`src/rtl/frame_write_packer_if.sv`:
```
// frame_write_packer_if
//   DRAM write-side bus of the frame write packer: one 128-bit word per
//   wr_valid && wr_ready handshake.
//   wr_addr  : 18-bit word address inside the two framebuffers
//   wr_data  : 8 packed RGB565 pixels, lane n in bits [16n+15:16n]
//   wr_last  : word carries the last pixel of a frame
//   wr_valid : word available (driven by the packer)
//   wr_ready : DRAM side accepts the word (driven by the DRAM side)
//   Modports: master = packer side, slave = DRAM writer side.
interface frame_write_packer_if;
  logic [17:0]  wr_addr;
  logic [127:0] wr_data;
  logic         wr_last;
  logic         wr_valid;
  logic         wr_ready;

  modport master (output wr_addr, output wr_data, output wr_last,
                  output wr_valid, input wr_ready);
  modport slave  (input wr_addr, input wr_data, input wr_last,
                  input wr_valid, output wr_ready);
endinterface

```
`src/rtl/frame_write_packer.sv`:
```
// frame_write_packer
//   Packs 8 horizontally consecutive RGB565 pixels from the tile renderer into
//   128-bit DRAM words, computes each word's address in one of two
//   framebuffers, queues the words in a first-word-fall-through FIFO and flips
//   the write framebuffer when the frame's last word is accepted.
// Ports:
//   clk, rst_n          : clock, asynchronous active-low reset
//   px_h_count/v_count  : pixel column / row
//   px_valid, px_last   : pixel strobe, last pixel of the frame
//   px_data             : RGB565 colour
//   wr                  : DRAM write bus (frame_write_packer_if.master)
//   write_frame         : framebuffer currently being written
//   frame_done          : pulse on the cycle the frame's last word is popped
//   display_frame       : most recently completed framebuffer
//   overflow            : sticky, a completed word was dropped (FIFO full)
//   misalign            : sticky, a pixel arrived out of lane order
module frame_write_packer #(
  parameter int FIFO_DEPTH  = 16,
  parameter int H_RES       = 1280,
  parameter int V_RES       = 720,
  parameter int FRAME_WORDS = H_RES * V_RES / 8
) (
  input  logic                        clk,
  input  logic                        rst_n,
  input  logic [10:0]                 px_h_count,
  input  logic [9:0]                  px_v_count,
  input  logic                        px_valid,
  input  logic                        px_last,
  input  logic [15:0]                 px_data,
  frame_write_packer_if.master        wr,
  output logic                        write_frame,
  output logic                        frame_done,
  output logic                        display_frame,
  output logic                        overflow,
  output logic                        misalign
);

  localparam int PTR_W   = $clog2(FIFO_DEPTH);
  localparam int ENTRY_W = 128 + 18 + 1;
  localparam logic [PTR_W-1:0] PTR_ONE  = PTR_W'(1);
  localparam logic [PTR_W:0]   CNT_ONE  = (PTR_W + 1)'(1);
  localparam logic [PTR_W:0]   FULL_CNT = (PTR_W + 1)'(FIFO_DEPTH);
  localparam logic [16:0]      WORDS_PER_LINE = 17'(H_RES / 8);

  // Packing state
  logic [7:0][15:0] word_q, word_d;
  logic [2:0]       exp_lane_q, exp_lane_d;

  // Completed word waiting for its FIFO push on the following edge
  logic             pend_valid_q, pend_valid_d;
  logic [127:0]     pend_data_q, pend_data_d;
  logic [17:0]      pend_addr_q, pend_addr_d;
  logic             pend_last_q, pend_last_d;

  // FIFO storage and pointers
  logic [ENTRY_W-1:0] mem [FIFO_DEPTH];
  logic [PTR_W-1:0]   rd_ptr_q, rd_ptr_d;
  logic [PTR_W-1:0]   wr_ptr_q, wr_ptr_d;
  logic [PTR_W:0]     count_q, count_d;

  // Frame / status state
  logic write_frame_q, write_frame_d;
  logic display_frame_q, display_frame_d;
  logic overflow_q, overflow_d;
  logic misalign_q, misalign_d;

  logic [2:0]         lane;
  logic [16:0]        v_offset;
  logic [17:0]        frame_base;
  logic [17:0]        px_addr;
  logic [ENTRY_W-1:0] head;
  logic               fifo_valid;
  logic               pop;
  logic               push_ok;

  assign lane       = px_h_count[2:0];
  assign fifo_valid = (count_q != '0);
  assign head       = mem[rd_ptr_q];
  assign pop        = fifo_valid && wr.wr_ready;

  assign wr.wr_valid = fifo_valid;
  assign wr.wr_data  = head[127:0];
  assign wr.wr_addr  = head[145:128];
  // FIFO storage is not reset, so wr_last is qualified to read 0 when empty
  assign wr.wr_last  = fifo_valid && head[146];

  assign frame_done    = pop && head[146];
  assign write_frame   = write_frame_q;
  assign display_frame = display_frame_q;
  assign overflow      = overflow_q;
  assign misalign      = misalign_q;

  // Word address of the current pixel; v*160 is a constant multiply that
  // reduces to (v<<7)+(v<<5) for 1280-pixel lines.
  always_comb begin
    v_offset   = 17'(px_v_count) * WORDS_PER_LINE;
    frame_base = write_frame_q ? 18'(FRAME_WORDS) : 18'd0;
    px_addr    = frame_base + 18'(v_offset) + 18'(px_h_count[10:3]);
  end

  // Lane packing, order checking and word completion
  always_comb begin
    word_d       = word_q;
    exp_lane_d   = exp_lane_q;
    misalign_d   = misalign_q;
    pend_valid_d = 1'b0;
    pend_data_d  = pend_data_q;
    pend_addr_d  = pend_addr_q;
    pend_last_d  = pend_last_q;
    if (px_valid) begin
      // An out-of-order pixel simply lands in its own lane: the word restarts
      // from here and stale lanes are left as they are.
      word_d[lane] = px_data;
      exp_lane_d   = lane + 3'd1;
      if ((lane != exp_lane_q) || (px_last && (lane != 3'd7))) begin
        misalign_d = 1'b1;
      end
      if (lane == 3'd7) begin
        pend_valid_d = 1'b1;
        pend_data_d  = word_d;
        pend_addr_d  = px_addr;
        pend_last_d  = px_last;
      end
    end
  end

  // FIFO push/pop bookkeeping and frame flip
  always_comb begin
    push_ok         = pend_valid_q && ((count_q != FULL_CNT) || pop);
    overflow_d      = overflow_q | (pend_valid_q & ~push_ok);
    rd_ptr_d        = pop ? (rd_ptr_q + PTR_ONE) : rd_ptr_q;
    wr_ptr_d        = push_ok ? (wr_ptr_q + PTR_ONE) : wr_ptr_q;
    count_d         = count_q;
    if (push_ok && !pop) begin
      count_d = count_q + CNT_ONE;
    end else if (!push_ok && pop) begin
      count_d = count_q - CNT_ONE;
    end
    write_frame_d   = write_frame_q;
    display_frame_d = display_frame_q;
    if (frame_done) begin
      display_frame_d = write_frame_q;
      write_frame_d   = ~write_frame_q;
    end
  end

  always_ff @(posedge clk or negedge rst_n) begin
    if (!rst_n) begin
      word_q          <= '0;
      exp_lane_q      <= 3'd0;
      pend_valid_q    <= 1'b0;
      pend_data_q     <= '0;
      pend_addr_q     <= '0;
      pend_last_q     <= 1'b0;
      rd_ptr_q        <= '0;
      wr_ptr_q        <= '0;
      count_q         <= '0;
      write_frame_q   <= 1'b0;
      display_frame_q <= 1'b1;
      overflow_q      <= 1'b0;
      misalign_q      <= 1'b0;
    end else begin
      word_q          <= word_d;
      exp_lane_q      <= exp_lane_d;
      pend_valid_q    <= pend_valid_d;
      pend_data_q     <= pend_data_d;
      pend_addr_q     <= pend_addr_d;
      pend_last_q     <= pend_last_d;
      rd_ptr_q        <= rd_ptr_d;
      wr_ptr_q        <= wr_ptr_d;
      count_q         <= count_d;
      write_frame_q   <= write_frame_d;
      display_frame_q <= display_frame_d;
      overflow_q      <= overflow_d;
      misalign_q      <= misalign_d;
    end
  end

  // FIFO storage needs no reset; occupancy is tracked by count_q
  always_ff @(posedge clk) begin
    if (push_ok) begin
      mem[wr_ptr_q] <= {pend_last_q, pend_addr_q, pend_data_q};
    end
  end

endmodule

```
`src/flat_wrapper.sv`:
```
// flat-port wrapper written by rule: the top's interface ports become plain ports
module frame_write_packer_flat 
#(
  parameter int FIFO_DEPTH  = 16,
  parameter int H_RES       = 1280,
  parameter int V_RES       = 720,
  parameter int FRAME_WORDS = H_RES * V_RES / 8
)
  (clk, rst_n, px_h_count, px_v_count, px_valid, px_last, px_data, write_frame, frame_done, display_frame, overflow, misalign, wr_wr_addr, wr_wr_data, wr_wr_last, wr_wr_valid, wr_wr_ready);
  frame_write_packer_if wr_i ();
  input  logic clk;
  input  logic rst_n;
  input  logic [10:0] px_h_count;
  input  logic [9:0] px_v_count;
  input  logic px_valid;
  input  logic px_last;
  input  logic [15:0] px_data;
  output logic write_frame;
  output logic frame_done;
  output logic display_frame;
  output logic overflow;
  output logic misalign;
  output wire logic [$bits(wr_i.wr_addr)-1:0] wr_wr_addr;
  output wire logic [$bits(wr_i.wr_data)-1:0] wr_wr_data;
  output wire logic [$bits(wr_i.wr_last)-1:0] wr_wr_last;
  output wire logic [$bits(wr_i.wr_valid)-1:0] wr_wr_valid;
  input wire logic [$bits(wr_i.wr_ready)-1:0] wr_wr_ready;
  assign wr_wr_addr = wr_i.wr_addr;
  assign wr_wr_data = wr_i.wr_data;
  assign wr_wr_last = wr_i.wr_last;
  assign wr_wr_valid = wr_i.wr_valid;
  assign wr_i.wr_ready = wr_wr_ready;
  frame_write_packer #(.FIFO_DEPTH(FIFO_DEPTH), .H_RES(H_RES), .V_RES(V_RES), .FRAME_WORDS(FRAME_WORDS)) u_core (.clk(clk), .rst_n(rst_n), .px_h_count(px_h_count), .px_v_count(px_v_count), .px_valid(px_valid), .px_last(px_last), .px_data(px_data), .wr(wr_i), .write_frame(write_frame), .frame_done(frame_done), .display_frame(display_frame), .overflow(overflow), .misalign(misalign));
endmodule
```
`config.mk`:
```
export PLATFORM = sky130hd
export DESIGN_NAME = frame_write_packer_flat
export DESIGN_NICKNAME = d
export VERILOG_FILES = /design/src/rtl/frame_write_packer_if.sv /design/src/rtl/frame_write_packer.sv /design/src/flat_wrapper.sv
export SDC_FILE = /design/constraint.sdc
export NUM_CORES = 2
export LEC_CHECK = 0
export CORE_MARGIN = 2
export CORE_UTILIZATION = 56
export CTS_CLUSTER_DIAMETER = 150
export CTS_CLUSTER_SIZE = 12
export DETAILED_ROUTE_END_ITERATION = 10
export MAX_ROUTING_LAYER = met4
export PLACE_DENSITY_LB_ADDON = 0.08
export SETUP_SLACK_MARGIN = 0.3
export SYNTH_ARGS = -nofsm -noshare
export SYNTH_HDL_FRONTEND = slang
export SYNTH_SLANG_ARGS = --single-unit
```
`constraint.sdc`:
```
create_clock -name clk -period 10.9 [get_ports clk]
set_input_delay 2.725 -clock clk [delete_from_list [all_inputs] [get_ports clk]]
set_output_delay 2.725 -clock clk [all_outputs]
set_load 0.05 [all_outputs]
```
==> tab_implementation.tex <==
\begin{tabular}{lr}
\hline
Metric & Value \\
\hline
\multicolumn{2}{l}{\textbf{Clock tree}} \\
\quad Sink count of the clock tree & 2648 \\
\quad Max Buffers Root-to-Sink & 3 \\
\quad Reg clk slew, reported paths & 60 ps \\
\quad CTS Root Cell & sky130\_fd\_sc\_hd\_\_clkbuf\_16 \\
\quad Post\_cts resized & 0 \\
\quad Number of H-tree levels & 4 \\
\quad Total setup buffers inserted after CTS & 0 \\
\quad Count of hold buffers inserted by post-cts repair & 0 \\
\quad Clock tree from TritonCTS & done \\
\quad Clock Latency Late Sink & 900 ps \\
\quad CTS buffer count & 238 \\
\multicolumn{2}{l}{\textbf{Synth}} \\
\quad Net count after synthesis & 4638 \\
\quad Cell count after synthesis & 4558 \\
\quad Post-synth cell types & 46 \\
\quad Synthesis warning total & 0 \\
\quad Share of the yosys chip area belonging to registers & 76.8\% \\
\quad Combined area of all synthesized cells & 0.102 sq mm \\
\quad Post-synth EDFFs & 2352 \\
\quad Main flop type after synthesis & sky130\_fd\_sc\_hd\_\_edfxtp\_1 \\
\quad Synth Area per Inst & 22.3 sq um \\
\quad Yosys reg bits & 2648 \\
\quad Proportion of register bits with asynchronous set or reset after synthesis & 11.2\% \\
\multicolumn{2}{l}{\textbf{Worst hold path}} \\
\quad Hold Crit Class & reg2reg \\
\multicolumn{2}{l}{\textbf{Routing}} \\
\quad Post-Route M1 WL & 99200 um \\
\quad Number of detailed-routing iterations run before antenna repair & 6 \\
\quad Total wirelength of the detailed-routed design & 234000 um \\
\quad Average vias per placed instance & 6.34 \\
\quad Metal3 WL & 13700 um \\
\quad Top metal layer carrying routed signals & met4 \\
\quad Routed wire per std cell & 31.5 um \\
\quad Number of remaining DRC errors & 0 \\
\quad Post-route antenna net violation count & 0 \\
\quad Sum of met2 wire segment lengths after detailed routing & 115000 um \\
\quad DRC violation total after the first TritonRoute iteration & 5030 \\
\quad Vias after detailed routing & 47000 \\
\multicolumn{2}{l}{\textbf{GRT}} \\
\quad Global-route wire length before repair & 340000 um \\
\quad Via count of the first global-routing pass & 48400 \\
\quad Global route overflow & 0 \\
\quad Initial antenna violation count & 6 \\
\quad Overall fraction of global-route tracks in use & 26.5\% \\
\quad Largest net degree at the start of global routing & 131 \\
\multicolumn{2}{l}{\textbf{Timing}} \\
\quad Final Slew Violations & 0 \\
\quad Unrepaired setup endpoints after global routing & no \\
\quad Transition at the pin with the smallest max-transition slack & 1220 ps \\
\quad Slew HR & 18.6\% \\
\quad Hold Slack & 459 ps \\
\quad Worst setup skew after layout & 40.3 ps \\
\quad Final period demand of the worst path & 7420 ps \\
\quad Final worst-path cycle share & 68.1\% \\
\quad Final hold violation count & 0 \\
\quad Total negative slack & 0 ps \\
\quad Fmax achieved & 135 MHz \\
\quad Setup violations, final & 0 \\
\multicolumn{2}{l}{\textbf{Die}} \\
\quad Die area & 0.185 sq mm \\
\quad Die Y-Extent & 430 um \\
\quad Total I/O pin count & 195 \\
\quad Core box area & 0.181 sq mm \\
\quad Die Wd & 430 um \\
\quad Initial core utilization & 56.3\% \\
\quad Number of standard-cell rows in the floorplan & 156 \\
\multicolumn{2}{l}{\textbf{Setup path}} \\
\quad Startpoint kind of the worst setup timing path & flip-flop \\
\quad Cell chain of the critical path & buf\_12, mux4\_2, mux4\_2, clkdlybuf4s50\_1 \\
\quad Worst setup path category & reg2out \\
\quad Slowest stage cell, crit path & sky130\_fd\_sc\_hd\_\_dfrtp\_4 \\
\quad Crit. End Element & primary output \\
\quad CP Data Arrival Time & 4700 ps \\
\quad Delay of the slowest critical-path stage & 1020 ps \\
\quad Most frequent cell on the critical path & sky130\_fd\_sc\_hd\_\_mux4\_2 \\
\quad Required time reported for the critical path endpoint & 8180 ps \\
\quad Worst-path maximum fanout & 105 \\
\multicolumn{2}{l}{\textbf{Pwr}} \\
\quad Total power per unit cell area & 263 mW/mm\^{}2 \\
\quad Worst supply voltage drop on vdd & 0.207 mV \\
\quad Leak pwr & 36.5 nW \\
\multicolumn{2}{l}{\textbf{Cells and area}} \\
\quad Layout Nets & 4908 \\
\quad Number of filler cells placed in the layout & 12300 \\
\quad Total area of multi-input combinational cells & 0.0224 sq mm \\
\quad Layout cells sized above 1 & 24.1\% \\
\quad Sequential cell area in the final layout & 0.0781 sq mm \\
\quad Layout area overhead & 11.6\% \\
\multicolumn{2}{l}{\textbf{Place}} \\
\quad RD Place Congestion & 0.742 \\
\quad Detailed placement HPWL & 112000 um \\
\quad Input/output buffers & 194 \\
\multicolumn{2}{l}{\textbf{Flow run}} \\
\quad Number of max-cap violations & 0 \\
\multicolumn{2}{l}{\textbf{Run status}} \\
\quad Status & completed \\
\hline
\end{tabular}
[metal layers]
layer / global-route usage, % / up-vias
met5: - / -
met4: 7.84 / 0
met3: 3.60 / 317
met2: 41.0 / 1582
met1: 37.7 / 25700
li1: - / 19500
[final timing paths]
check / from / to / slack [ps] / cells past startpoint
min in group asynchronous: rst_n / u_core.pend_addr_q[3] / 1890 / 1
max reg2reg: u_core.count_q[0] / u_core.mem[11][80] / 7000 / 7
max in group asynchronous: rst_n / u_core.pend_data_q[81] / 6800 / 3
min: u_core.misalign / u_core.misalign / 460 / 1
min reg2reg: u_core.misalign / u_core.misalign / 460 / 1
max: u_core.rd_ptr_q[0] / wr_wr_data[97] / 3480 / 4
[flip-flops by register name, indices dropped and copies added (netlist names)]
| signal | flops |
|---|---|
| u_core.count_q | 5 |
| u_core.display_frame | 1 |
| u_core.exp_lane_q | 3 |
| u_core.mem | 2352 |
| u_core.misalign | 1 |
| u_core.overflow | 1 |
| u_core.pend_addr_q | 18 |
| u_core.pend_data_q | 128 |
| u_core.pend_last_q | 1 |
| u_core.pend_valid_q | 1 |
| u_core.rd_ptr_q | 4 |
| u_core.word_q | 128 |
| u_core.wr_ptr_q | 4 |
| u_core.write_frame | 1 |
[through the flow]
| step | setup WS, ps | total power [mW] | utilization [%] | cell area, sq um | cells |
|---|---|---|---|---|---|
| after floorplan | 710 | 19.6 | - | 102000 | 4558 |
| after global placement | 3690 | 22.3 | 58.9 | 106000 | 6958 |
| after detailed placement | 3720 | 22.4 | 58.9 | 106000 | 6958 |
| after CTS | 3220 | 30.1 | 62.8 | 113000 | 7411 |
| after global routing | 3160 | 30.9 | 62.8 | 113000 | 7415 |
| final | 3480 | 29.8 | 62.8 | 113000 | 7418 |
[layout by cell type (no fill, tap or decap), types with 6 or more instances in the layout]
| cell | count |
|---|---|
| sky130_fd_sc_hd__ha_1 | 35 |
| sky130_fd_sc_hd__mux2_2 | 133 |
| sky130_fd_sc_hd__buf_12 | 22 |
| sky130_fd_sc_hd__diode_2 | 7 |
| sky130_fd_sc_hd__xor2_1 | 10 |
| sky130_fd_sc_hd__a211oi_1 | 38 |
| sky130_fd_sc_hd__a21oi_1 | 48 |
| sky130_fd_sc_hd__mux4_2 | 699 |
| sky130_fd_sc_hd__and2_1 | 7 |
| sky130_fd_sc_hd__nand2_1 | 225 |
| sky130_fd_sc_hd__a31oi_1 | 49 |
| sky130_fd_sc_hd__clkbuf_1 | 199 |
| sky130_fd_sc_hd__clkdlybuf4s50_1 | 189 |
| sky130_fd_sc_hd__inv_1 | 12 |
| sky130_fd_sc_hd__nor2b_1 | 37 |
| sky130_fd_sc_hd__nor2_1 | 57 |
| sky130_fd_sc_hd__clkbuf_16 | 238 |
| sky130_fd_sc_hd__clkinv_8 | 6 |
| sky130_fd_sc_hd__edfxtp_1 | 2352 |
| sky130_fd_sc_hd__dfrtp_1 | 291 |
| sky130_fd_sc_hd__xnor2_1 | 16 |
| sky130_fd_sc_hd__buf_4 | 72 |
| sky130_fd_sc_hd__o21ai_0 | 97 |
| sky130_fd_sc_hd__nor2_4 | 12 |
| sky130_fd_sc_hd__mux2i_1 | 117 |
[cells by family (layout without fill, tap and decap cells)]
family	count (synthesis)	count (layout)	share of synthesized area, %
AO/OA/AOI/OAI	250	250	1.45
AND/OR/NAND/NOR	372	372	1.57
other	0	7	0
multiplexers	949	949	18.1
XOR/XNOR	27	27	0.246
buffers and inverters	274	757	1.31
adder cells (fa/ha/maj)	38	38	0.490
flip-flops	2648	2648	76.8
[cells in the mapped netlist (2+ instances only)]
| cell | n | area, sq um |
|---|---|---|
| sky130_fd_sc_hd__nor3_1 | 7 | 35.0 |
| sky130_fd_sc_hd__clkbuf_1 | 136 | 510 |
| sky130_fd_sc_hd__mux2_2 | 133 | 1500 |
| sky130_fd_sc_hd__o21ai_0 | 97 | 485 |
| sky130_fd_sc_hd__and3_1 | 2 | 12.5 |
| sky130_fd_sc_hd__and2_1 | 7 | 43.8 |
| sky130_fd_sc_hd__mux2i_1 | 117 | 1170 |
| sky130_fd_sc_hd__xnor2_1 | 16 | 140 |
| sky130_fd_sc_hd__o21bai_1 | 3 | 22.5 |
| sky130_fd_sc_hd__inv_1 | 13 | 48.8 |
| sky130_fd_sc_hd__nand2b_1 | 3 | 18.8 |
| sky130_fd_sc_hd__dfrtp_1 | 295 | 7380 |
| sky130_fd_sc_hd__mux4_2 | 699 | 15700 |
| sky130_fd_sc_hd__nor3b_1 | 3 | 22.5 |
| sky130_fd_sc_hd__nand3_1 | 5 | 25.0 |
| sky130_fd_sc_hd__edfxtp_1 | 2352 | 70600 |
| sky130_fd_sc_hd__xor2_1 | 10 | 87.6 |
| sky130_fd_sc_hd__buf_4 | 49 | 368 |
| sky130_fd_sc_hd__a21o_1 | 5 | 37.5 |
| sky130_fd_sc_hd__nand4_1 | 5 | 31.3 |
| sky130_fd_sc_hd__fa_1 | 3 | 60.1 |
| sky130_fd_sc_hd__clkinv_1 | 3 | 11.3 |
| sky130_fd_sc_hd__nor4_1 | 2 | 12.5 |
| sky130_fd_sc_hd__nor2b_1 | 37 | 231 |
| sky130_fd_sc_hd__buf_1 | 10 | 37.5 |
| sky130_fd_sc_hd__a31o_2 | 2 | 17.5 |
| sky130_fd_sc_hd__o21ba_2 | 2 | 20.0 |
| sky130_fd_sc_hd__nand2_1 | 226 | 848 |
| sky130_fd_sc_hd__ha_1 | 35 | 438 |
| sky130_fd_sc_hd__buf_2 | 56 | 280 |
| sky130_fd_sc_hd__buf_6 | 7 | 78.8 |
| sky130_fd_sc_hd__a21oi_1 | 48 | 240 |
| sky130_fd_sc_hd__nor2_1 | 69 | 259 |
| sky130_fd_sc_hd__a211oi_1 | 38 | 285 |
| sky130_fd_sc_hd__nand3b_1 | 4 | 30.0 |
| sky130_fd_sc_hd__a31oi_1 | 49 | 307 |
[area by class of cell]
class	instances	share of cell area, %
Sequential cell	2648	68.8
Multi-Input combinational cell	1636	19.7
Clock buffer	437	5.91
Tap cell	2370	2.61
Timing Repair Buffer	288	2.56
Clock inverter	16	0.268
Inverter	16	0.0552
Antenna cell	7	0.0154
[power by group]
part	internal [mW]	switching [mW]
logic	3.89	5.12
clock network	4.15	3.59
registers	12.1	0.951
[critical path, delay by kind of cell (launching register included)]
kind                   cells  cell delay, ps
flip-flops                 1            1020
buffers and inverters      2            1310
multiplexers               2            1120
No activity file was read; power rests on OpenSTA's default activity.
